`src/rtl/video_console_pkg.sv`:
```
// Shared constants and types for the video text console front end.
package video_console_pkg;

  localparam logic [7:0] CHR_BS = 8'h08;
  localparam logic [7:0] CHR_LF = 8'h0A;
  localparam logic [7:0] CHR_FF = 8'h0C;
  localparam logic [7:0] CHR_CR = 8'h0D;

  localparam logic [7:0] CHR_PRINT_LO = 8'h20;
  localparam logic [7:0] CHR_PRINT_HI = 8'h7E;

  typedef enum logic {
    ST_IDLE  = 1'b0,
    ST_CLEAR = 1'b1
  } vc_state_e;

  function automatic logic is_printable(input logic [7:0] c);
    return (c >= CHR_PRINT_LO) && (c <= CHR_PRINT_HI);
  endfunction

endpackage

```
`src/rtl/video_console_cursor.sv`:
```
// Cursor column/row counter with a linear address kept in step without a multiplier.
module video_console_cursor #(
  parameter int unsigned TW  = 80,
  parameter int unsigned TH  = 2,
  parameter int unsigned MAW = 8,
  parameter int unsigned CW  = $clog2(TW),
  parameter int unsigned RW  = $clog2(TH)
) (
  input  logic           i_clk,
  input  logic           i_rst,
  input  logic           i_clk_en,
  input  logic           i_advance,
  input  logic           i_newline,
  input  logic           i_cret,
  input  logic           i_bksp,
  input  logic           i_home,
  output logic [CW-1:0]  o_col,
  output logic [RW-1:0]  o_row,
  output logic [MAW-1:0] o_adr
);

  logic [CW-1:0]  r_col;
  logic [RW-1:0]  r_row;
  logic [MAW-1:0] r_adr;

  logic w_last_col;
  logic w_last_row;

  assign w_last_col = (r_col == CW'(TW - 1));
  assign w_last_row = (r_row == RW'(TH - 1));

  // Commands are mutually exclusive from the FSM; home has priority.
  always_ff @(posedge i_clk) begin
    if (i_rst) begin
      r_col <= '0;
      r_row <= '0;
      r_adr <= '0;
    end else if (i_clk_en) begin
      if (i_home) begin
        r_col <= '0;
        r_row <= '0;
        r_adr <= '0;
      end else if (i_advance) begin
        if (w_last_col) begin
          r_col <= '0;
          if (w_last_row) begin
            r_row <= '0;
            r_adr <= '0;
          end else begin
            r_row <= r_row + RW'(1);
            r_adr <= r_adr + MAW'(1);
          end
        end else begin
          r_col <= r_col + CW'(1);
          r_adr <= r_adr + MAW'(1);
        end
      end else if (i_newline) begin
        r_col <= '0;
        if (w_last_row) begin
          r_row <= '0;
          r_adr <= '0;
        end else begin
          r_row <= r_row + RW'(1);
          r_adr <= r_adr - MAW'(r_col) + MAW'(TW);
        end
      end else if (i_cret) begin
        r_col <= '0;
        r_adr <= r_adr - MAW'(r_col);
      end else if (i_bksp) begin
        if (r_col != '0) begin
          r_col <= r_col - CW'(1);
          r_adr <= r_adr - MAW'(1);
        end
      end
    end
  end

  assign o_col = r_col;
  assign o_row = r_row;
  assign o_adr = r_adr;

endmodule

```
`src/rtl/video_console_writer.sv`:
```
// Character-stream writer for the text console memory: handshake, control codes, clear sweep.
// Optional feature: VIDEO_CONSOLE_WRITER_CLEAR_ON_RESET_EN (reset starts a full clear sweep).
module video_console_writer
  import video_console_pkg::*;
#(
  parameter int unsigned TW  = 80,
  parameter int unsigned TH  = 2,
  parameter int unsigned MAW = 8,
  parameter int unsigned MDW = 8
) (
  input  logic                  i_clk,
  input  logic                  i_rst,
  input  logic                  i_clk_en,
  input  logic                  i_chr_valid,
  input  logic [7:0]            i_chr_dat,
  output logic                  o_chr_ready,
  input  logic                  i_clr,
  output logic                  o_busy,
  output logic [$clog2(TW)-1:0] o_cur_col,
  output logic [$clog2(TH)-1:0] o_cur_row,
  output logic                  o_con_we,
  output logic [MAW-1:0]        o_con_adr_w,
  output logic [MDW-1:0]        o_con_dat_w
);

  localparam int unsigned NCELL = TW * TH;
  localparam int unsigned SCW   = $clog2(NCELL + 1);

  vc_state_e      r_state,  w_state_nxt;
  logic           r_con_we, w_con_we_nxt;
  logic [MAW-1:0] r_con_adr_w, w_con_adr_nxt;
  logic [MDW-1:0] r_con_dat_w, w_con_dat_nxt;
  logic           r_busy,   w_busy_nxt;
  logic [SCW-1:0] r_sweep,  w_sweep_nxt;

  logic           w_xfer;
  logic           w_advance, w_newline, w_cret, w_bksp, w_home;
  logic [MAW-1:0] w_cur_adr;

  assign o_chr_ready = (r_state == ST_IDLE) && !i_clr;
  assign w_xfer      = i_clk_en && i_chr_valid && o_chr_ready;

  video_console_cursor #(
    .TW  (TW),
    .TH  (TH),
    .MAW (MAW)
  ) u_cursor (
    .i_clk     (i_clk),
    .i_rst     (i_rst),
    .i_clk_en  (i_clk_en),
    .i_advance (w_advance),
    .i_newline (w_newline),
    .i_cret    (w_cret),
    .i_bksp    (w_bksp),
    .i_home    (w_home),
    .o_col     (o_cur_col),
    .o_row     (o_cur_row),
    .o_adr     (w_cur_adr)
  );

  // r_sweep is the next sweep address; reaching NCELL ends the sweep.
  always_comb begin
    w_state_nxt   = r_state;
    w_con_we_nxt  = 1'b0;
    w_con_adr_nxt = r_con_adr_w;
    w_con_dat_nxt = r_con_dat_w;
    w_busy_nxt    = r_busy;
    w_sweep_nxt   = r_sweep;
    w_advance     = 1'b0;
    w_newline     = 1'b0;
    w_cret        = 1'b0;
    w_bksp        = 1'b0;
    w_home        = 1'b0;
    case (r_state)
      ST_IDLE: begin
        if (i_clr || (w_xfer && (i_chr_dat == CHR_FF))) begin
          w_state_nxt   = ST_CLEAR;
          w_con_we_nxt  = 1'b1;
          w_con_adr_nxt = '0;
          w_con_dat_nxt = '0;
          w_busy_nxt    = 1'b1;
          w_sweep_nxt   = SCW'(1);
        end else if (w_xfer) begin
          if (is_printable(i_chr_dat)) begin
            w_con_we_nxt  = 1'b1;
            w_con_adr_nxt = w_cur_adr;
            w_con_dat_nxt = MDW'(i_chr_dat);
            w_advance     = 1'b1;
          end else begin
            case (i_chr_dat)
              CHR_LF:  w_newline = 1'b1;
              CHR_CR:  w_cret    = 1'b1;
              CHR_BS:  w_bksp    = 1'b1;
              default: ;
            endcase
          end
        end
      end
      ST_CLEAR: begin
        if (r_sweep == SCW'(NCELL)) begin
          w_state_nxt = ST_IDLE;
          w_busy_nxt  = 1'b0;
          w_home      = 1'b1;
        end else begin
          w_con_we_nxt  = 1'b1;
          w_con_adr_nxt = MAW'(r_sweep);
          w_con_dat_nxt = '0;
          w_sweep_nxt   = r_sweep + SCW'(1);
        end
      end
      default: w_state_nxt = ST_IDLE;
    endcase
  end

  always_ff @(posedge i_clk) begin
    if (i_rst) begin
`ifdef VIDEO_CONSOLE_WRITER_CLEAR_ON_RESET_EN
      r_state     <= ST_CLEAR;
      r_con_we    <= 1'b1;
      r_busy      <= 1'b1;
      r_sweep     <= SCW'(1);
`else
      r_state     <= ST_IDLE;
      r_con_we    <= 1'b0;
      r_busy      <= 1'b0;
      r_sweep     <= '0;
`endif
      r_con_adr_w <= '0;
      r_con_dat_w <= '0;
    end else if (i_clk_en) begin
      r_state     <= w_state_nxt;
      r_con_we    <= w_con_we_nxt;
      r_con_adr_w <= w_con_adr_nxt;
      r_con_dat_w <= w_con_dat_nxt;
      r_busy      <= w_busy_nxt;
      r_sweep     <= w_sweep_nxt;
    end
  end

  assign o_busy      = r_busy;
  assign o_con_we    = r_con_we;
  assign o_con_adr_w = r_con_adr_w;
  assign o_con_dat_w = r_con_dat_w;

endmodule
```
`config.mk`:
```
export PLATFORM = sky130hd
export DESIGN_NAME = video_console_writer
export DESIGN_NICKNAME = d
export VERILOG_FILES = /design/src/rtl/video_console_pkg.sv /design/src/rtl/video_console_cursor.sv /design/src/rtl/video_console_writer.sv
export SDC_FILE = /design/constraint.sdc
export NUM_CORES = 1
export LEC_CHECK = 0
export CAP_MARGIN = 20
export CORE_AREA = 2 2 71 100
export CTS_CLUSTER_DIAMETER = 100
export CTS_CLUSTER_SIZE = 40
export DETAILED_ROUTE_END_ITERATION = 8
export DIE_AREA = 0 0 73 102
export HOLD_SLACK_MARGIN = 0.05
export PLACE_DENSITY = 0.76
export SLEW_MARGIN = 5
export SYNTH_ARGS = -nofsm -noshare
export SYNTH_HDL_FRONTEND = slang
export SYNTH_HIERARCHICAL = 1
export SYNTH_SLANG_ARGS = --single-unit
```
`constraint.sdc`:
```
create_clock -name i_clk -period 3.3 [get_ports i_clk]
set_input_delay 0.66 -clock i_clk [delete_from_list [all_inputs] [get_ports i_clk]]
set_output_delay 0.66 -clock i_clk [all_outputs]
set_load 0.1 [all_outputs]
```
=== Yosys cells after proc, flatten, opt, wreduce, memory -nomap -nowiden ===
Index checks and enable logic that the tools add are counted.

* $add $sub $neg: 8
* Magnitude comparators: 2
* Equality and inequality tests: 12
* Muxes and demuxes: 63
* Bitwise operators: 1
* Reductions and logical operators: 16

{| class="wikitable"
|+ Operators by type and width
! cell !! count
|-
| $mux W8 || 19
|-
| $mux W7 || 7
|-
| $pmux W8 S2 || 3
|-
| $eq A8 B4 Y1 const B || 4
|-
| $mux W1 || 31
|-
| $add A8 B1 Y8 const B || 2
|-
| $reduce_and A3 Y1 || 4
|-
| $reduce_bool A5 Y1 || 2
|-
| $add A8 B7 Y8 const B || 1
|-
| $eq A8 B8 Y1 const B || 1
|-
| $ge A8 B6 Y1 const B || 1
|-
| $le A8 B7 Y1 const B || 1
|-
| $sub A8 B1 Y8 const B || 1
|-
| $sub A8 B7 Y8 || 1
|-
| $add A7 B1 Y7 const B || 1
|-
| $eq A7 B7 Y1 const B || 1
|-
| $reduce_bool A7 Y1 || 1
|-
| $sub A7 B1 Y7 const B || 1
|-
| $pmux W1 S2 || 3
|-
| $logic_and A1 B1 Y1 || 5
|-
| $ne A2 B1 Y1 const B || 2
|-
| $reduce_and A4 Y1 || 1
|-
| $ne A3 B1 Y1 const B || 1
|-
| $ne A3 B2 Y1 const B || 1
|-
| 7 further kinds || 7
|}

* Register bits: 43
* Input bits: 13
* Logic and storage cells: 111

=== Depth between registers and ports, before layout ===
* Word-level depth: 12
* Mapped depth: 15
* Gate-level depth less buffers: 13

=== Hierarchy ===
The synthesis kept the hierarchy.

{| class="wikitable"
|+ By module, submodules not included
! module !! instances !! cells an instance !! area each (µm²)
|-
| video_console_cursor || 1 || 245 || 1801.7
|-
| video_console_writer || 1 || 186 || 1477.7
|}

=== Worst setup path after synthesis ===
OpenSTA, ideal clock, no wires.

* Path kind: input to register
* Start: input i_clr
* End: register u_cursor.r_col[4] (netlist: u_cursor/o_col[4])
* Arrival time: 4.180 ns
* Data required time: 3.172 ns
* Setup slack: -1.008 ns
* Cell stages on the path: 13
* Path through: nor2_1 -> o31a_1 -> buf_2 -> nand2_1 -> nor3_1 -> nor2_1 -> nand2_1 -> buf_2 -> a21oi_1 -> a211oi_1 -> a21oi_1 -> a22oi_1 -> nor2_1

* Elaborated cells on any way between the ends: 24
* Classes of those cells: mux: 16; reduce/logical: 8

{| class="wikitable"
|+ RTL lines
! element !! RTL line !! text
|-
| from (decl) || video_console_writer.sv:17 || <nowiki>input logic i_clr,</nowiki>
|-
| $logic_not A1 Y1 || video_console_writer.sv:40 || <nowiki>assign o_chr_ready = (r_state == ST_IDLE) && !i_clr;</nowiki>
|-
| $logic_and A1 B1 Y1 || video_console_writer.sv:40 ||
|-
| $logic_and A1 B1 Y1 || video_console_writer.sv:41 || <nowiki>assign w_xfer = i_clk_en && i_chr_valid && o_chr_ready;</nowiki>
|-
| $logic_and A1 B1 Y1 || video_console_writer.sv:76 || <nowiki>if (i_clr || (w_xfer && (i_chr_dat == CHR_FF))) begin</nowiki>
|-
| $logic_or A1 B1 Y1 || video_console_writer.sv:76 ||
|-
| $mux W1 (*) || video_console_writer.sv:76 ||
|-
| $mux W1 (*) || video_console_writer.sv:74 || <nowiki>case (r_state)</nowiki>
|-
| via w_newline || video_console_writer.sv:37 || <nowiki>logic w_advance, w_newline, w_cret, w_bksp, w_home;</nowiki>
|-
| $mux W7 || video_console_cursor.sv:57 || <nowiki>end else if (i_newline) begin</nowiki>
|-
| $mux W7 || video_console_cursor.sv:43 || <nowiki>end else if (i_advance) begin</nowiki>
|-
| $mux W7 || video_console_cursor.sv:39 || <nowiki>if (i_home) begin</nowiki>
|-
| to (signal assigned) || video_console_cursor.sv:54 || <nowiki>r_col <= r_col + CW'(1);</nowiki>
|-
| to (signal assigned) || video_console_cursor.sv:71 || <nowiki>r_col <= r_col - CW'(1);</nowiki>
|-
| to (decl) || video_console_cursor.sv:22 || <nowiki>logic [CW-1:0] r_col;</nowiki>
|}

Mark *: on every way through the listed nets, which the timed path passes. The rest lies on a longest branch.
A chain may end at the register's enable or synchronous reset.

=== Worst setup path in the final report ===
* Start: input i_chr_dat[4]
* End: register u_cursor.r_adr[7] (netlist: u_cursor/o_adr[7])

* Elaborated cells on any way between the ends: 35
* Classes of those cells: order compare: 2; eq/ne: 4; mux: 23; reduce/logical: 6

{| class="wikitable"
|+ RTL lines
! element !! RTL line !! text
|-
| from (decl) || video_console_writer.sv:15 || <nowiki>input logic [7:0] i_chr_dat,</nowiki>
|-
| $ge A8 B6 Y1 (tied with other cells) || video_console_pkg.sv:18 || <nowiki>return (c >= CHR_PRINT_LO) && (c <= CHR_PRINT_HI);</nowiki>
|-
| $logic_and A1 B1 Y1 or $mux W1 (tied branches) || video_console_pkg.sv:18, video_console_writer.sv:90 ||
|-
| $mux W1 || video_console_writer.sv:84 || <nowiki>if (is_printable(i_chr_dat)) begin</nowiki>
|-
| $mux W1 || video_console_writer.sv:83 || <nowiki>end else if (w_xfer) begin</nowiki>
|-
| $mux W1 (*) || video_console_writer.sv:76 ||
|-
| $mux W1 (*) || video_console_writer.sv:74 ||
|-
| via w_newline || video_console_writer.sv:37 ||
|-
| $mux W8 || video_console_cursor.sv:57 ||
|-
| $mux W8 || video_console_cursor.sv:43 ||
|-
| $mux W8 || video_console_cursor.sv:39 ||
|-
| to (signal assigned) || video_console_cursor.sv:51 || <nowiki>r_adr <= r_adr + MAW'(1);</nowiki>
|-
| to (signal assigned) || video_console_cursor.sv:55 || <nowiki>r_adr <= r_adr + MAW'(1);</nowiki>
|-
| to (signal assigned) || video_console_cursor.sv:64 || <nowiki>r_adr <= r_adr - MAW'(r_col) + MAW'(TW);</nowiki>
|-
| to (decl) || video_console_cursor.sv:24 || <nowiki>logic [MAW-1:0] r_adr;</nowiki>
|}

Marked as above.

==> flow_summary_export.csv <==
group,metric,value,unit
run_status,status,"complete, no violations",
synth,synth_top_family_by_area,"compound AO/OA/AOI/OAI gates",
synth,async_reset_ff_share,0,%
finish,diodes,0,
critical_path,worstSetupEndpointType,"flop",
finish,final_nets,528,
clock_tree,numCtsBuffers,5,
drt,vias_per_cell,6.30,
finish,final_cell_area,4110,um^2
place,placement.io_buffers,39,
pwr,powerDensity,343,nW/um^2
timing,fin_crit,3220,ps
synth,synth_cell_types,65,
finish,drive_gt1_share,19.4,%
drt,wl,9600,um
critical_path,crit_path_start_kind,"input port",
global_routing,grt_pass1_vias,3404,
synth,yosys.area_share.simple,21.6,%
clock_tree,cts-root-buf,"clkbuf_8",
critical_path,crit_type,"in -> reg",
drt,vias,3615,
global_routing,gr-total-overflow,0,
drt,routedWlPerCell,16.7,um
synth,syn_nets,460,
pwr,combPwrFrac,24.9,%
floorplan,die-area,7450,um^2
timing,finalWorstSetupSlack,83.7,ps
place,dp.cells,566,
clock_tree,clkTransAtPathRegs,90,ps
timing,fin_skew,6.64,ps
synth,synth.avg_cell_area,7.61,um^2
flow_run,max_cap_violations,0,
floorplan,rows,35,
finish,multiInputGateArea,2190,um^2
finish,num-fill-cells,597,
floorplan,coreArea,6530,um^2
finish,fin_cells,574,
place,dpl_worst_slack,-212,ps
pwr,swShare,31.9,%
clock_tree,clk_latency,300,ps
pwr,p_switching,0.450,mW
place,gp_congestion,0.926,
place,hpwlAfterDp,7160,um
timing,drv_slew,0,
synth,synth_top_area_share,26.2,%
timing,setup_viol,0,
drt,drtPass1Iterations,5,
synth,synth_edf_count,0,
global_routing,grt_max_degree,28,
drt,drc,0,
synth,synth_flop_cell,"dfxtp_1",
timing,timing.fmax,311,MHz
pwr,p_seq_share,39.4,%
pwr,p_clk_share,35.7,%
synth,yosys.area.top_type,"dfxtp_1",
floorplan,ios,40,
global_routing,gr-usage-all-layers,26.2,%
timing,timing.slew.headroom,57.5,%
place,place_area,3960,um^2
finish,mostFrequentLayoutCell,"buf_4",
pwr,leakagePower,1.60,nW
finish,syn_to_final_growth,25.3,%
critical_path,worstPathRequired,3530,ps
synth,synth_xor_area_share,2.94,%
timing,final.period_utilization,97.5,%
timing,rsz0062_at_grt,"true",
floorplan,die_y,102,um
clock_tree,h-tree-depth,2,
synth,yosysWarningCount,6,
synth,yosysSeqAreaShare,26.2,%
min_path,worstHoldPathType,"reg -> reg",
critical_path,crit_path_max_fanout,7,
synth,synth-seq-cells,43,
finish,regArea,863,um^2
synth,synth_fa_ha_area_share,6.33,%
floorplan,start_util,50.3,%
clock_tree,postCtsSetupBuffers,0,
clock_tree,clock_sinks,43,
synth,synth_area,3280,um^2
global_routing,antenna_found_initial,0,
timing,worst_slew_pin_slew,632,ps
drt,drtIter0Drc,221,
global_routing,grt_pass1_wl,15600,um
pwr,vdd_ir_drop_max,0.000283,V
clock_tree,clk_path_buf_depth,2,
synth,yosys-top-cells-area,"dfxtp_1 26%, a21oi_1 8.7%, ha_1 5.7%",
synth,synth_mux_area_share,1.26,%
timing,finalHoldViolations,0,
clock_tree,cts_tree,"yes",
critical_path,cp.arrival,3450,ps
finish,final_cell_mix,"70 x buf_4, 57 x a21oi_1, 41 x dfxtp_1",
pwr,p_int,0.959,mW
drt,drtAntennaViolNets,0,
floorplan,die_w,73,um
synth,synth_cells,431,
synth,synth-compound-area-share,33.8,%
## power by group through the flow
stage	clock (mW)	sequential, mW	combinational (mW)
final	0.503	0.555	0.351
after global routing	0.536	0.557	0.375
after CTS	0.514	0.555	0.349
after detailed placement	0	0.567	0.347
after global placement	0	0.567	0.343
after floorplan	0	0.652	0.156
## final cells by class
class	count	share of cell area [%]
multi-input combinational	328	53.3
sequential	43	21.0
timing repair buffer	84	16.7
inverter	37	3.38
tap	74	2.25
clock buffer	5	1.68
clock inverter	3	1.64
## final timing paths
kind / from / endpoint / slack [ps] / cells past startpoint
max: i_chr_dat[4] / u_cursor/o_adr[7]$_SDFFE_PP0P_ / 80 / 12
min: o_con_dat_w[0]$_SDFFE_PP0P_ / o_con_dat_w[0]$_SDFFE_PP0P_ / 480 / 2
max reg2reg: u_cursor/o_adr[0]$_SDFFE_PP0P_ / u_cursor/o_adr[6]$_SDFFE_PP0P_ / 470 / 13
min reg2reg: o_con_dat_w[0]$_SDFFE_PP0P_ / o_con_dat_w[0]$_SDFFE_PP0P_ / 480 / 2
## synth_stat cells, types with 6 or more instances
| cell | n |
|---|---|
| o211ai_1 | 6 |
| nand4_1 | 9 |
| a22oi_1 | 7 |
| xnor2_1 | 6 |
| nor2_1 | 33 |
| o21ai_0 | 21 |
| nand2b_1 | 6 |
| clkbuf_1 | 12 |
| ha_1 | 15 |
| inv_1 | 37 |
| o22a_1 | 7 |
| a21o_1 | 7 |
| a211oi_1 | 8 |
| nand2_1 | 25 |
| a21oi_1 | 57 |
| nor3_1 | 10 |
| dfxtp_1 | 43 |
| o31ai_1 | 12 |
| nand3_1 | 10 |
## flip-flops by register name (all words and copies together) (netlist names)
register,cells
o_con_dat_w,8
r_state,1
u_cursor/o_col,7
o_con_we,1
r_sweep,8
u_cursor/o_adr,8
o_con_adr_w,8
o_busy,1
u_cursor/o_row,1
## through the flow
step                      hold WS (ps)  power (mW)  utilization (%)  TNS, ps
after floorplan                    492       0.809                -    -7.70
after global placement             451       0.910             60.7     -679
after detailed placement           454       0.914             60.7    -1610
after CTS                          479        1.42             62.8        0
after global routing               505        1.47             63.0     -173
final                              481        1.41             63.0        0
## metal layers
metal | wire length [um] | vias to the layer above | track usage, %
met2 | 5030 | 133 | 48.4
met4 | 380 | 0 | 10.8
met5 | 0 | - | 0
li1 | - | 1741 | -
met1 | 3770 | 1710 | 29.9
met3 | 422 | 31 | 3.06
## worst max-delay path, stage by stage
cell and delay (ps):
clkdlybuf4s50_1 410, or4_1 580, o31a_1 330, nand2_1 160, nor3_2 100, nor2_1 130, nand2_1 120, o31ai_4 380
buf_12 180, o21ai_0 90, a21o_1 170, a31oi_1 130
## what timing repair did
action,4_1_cts,5_1_grt
setup endpoints to repair,0,7
hold buffers,0,0
gates resized for setup,0,3
endpoints found under the hold margin,0,0
## kinds of logic after synthesis
logic type	after synthesis
adder cells (fa/ha/maj)	16
AO/OA/AOI/OAI	165
flip-flops	43
multiplexers	4
buffers and inverters	60
XOR/XNOR	11
AND/OR/NAND/NOR	132
Note: power is estimated with default switching activity, not from simulation.
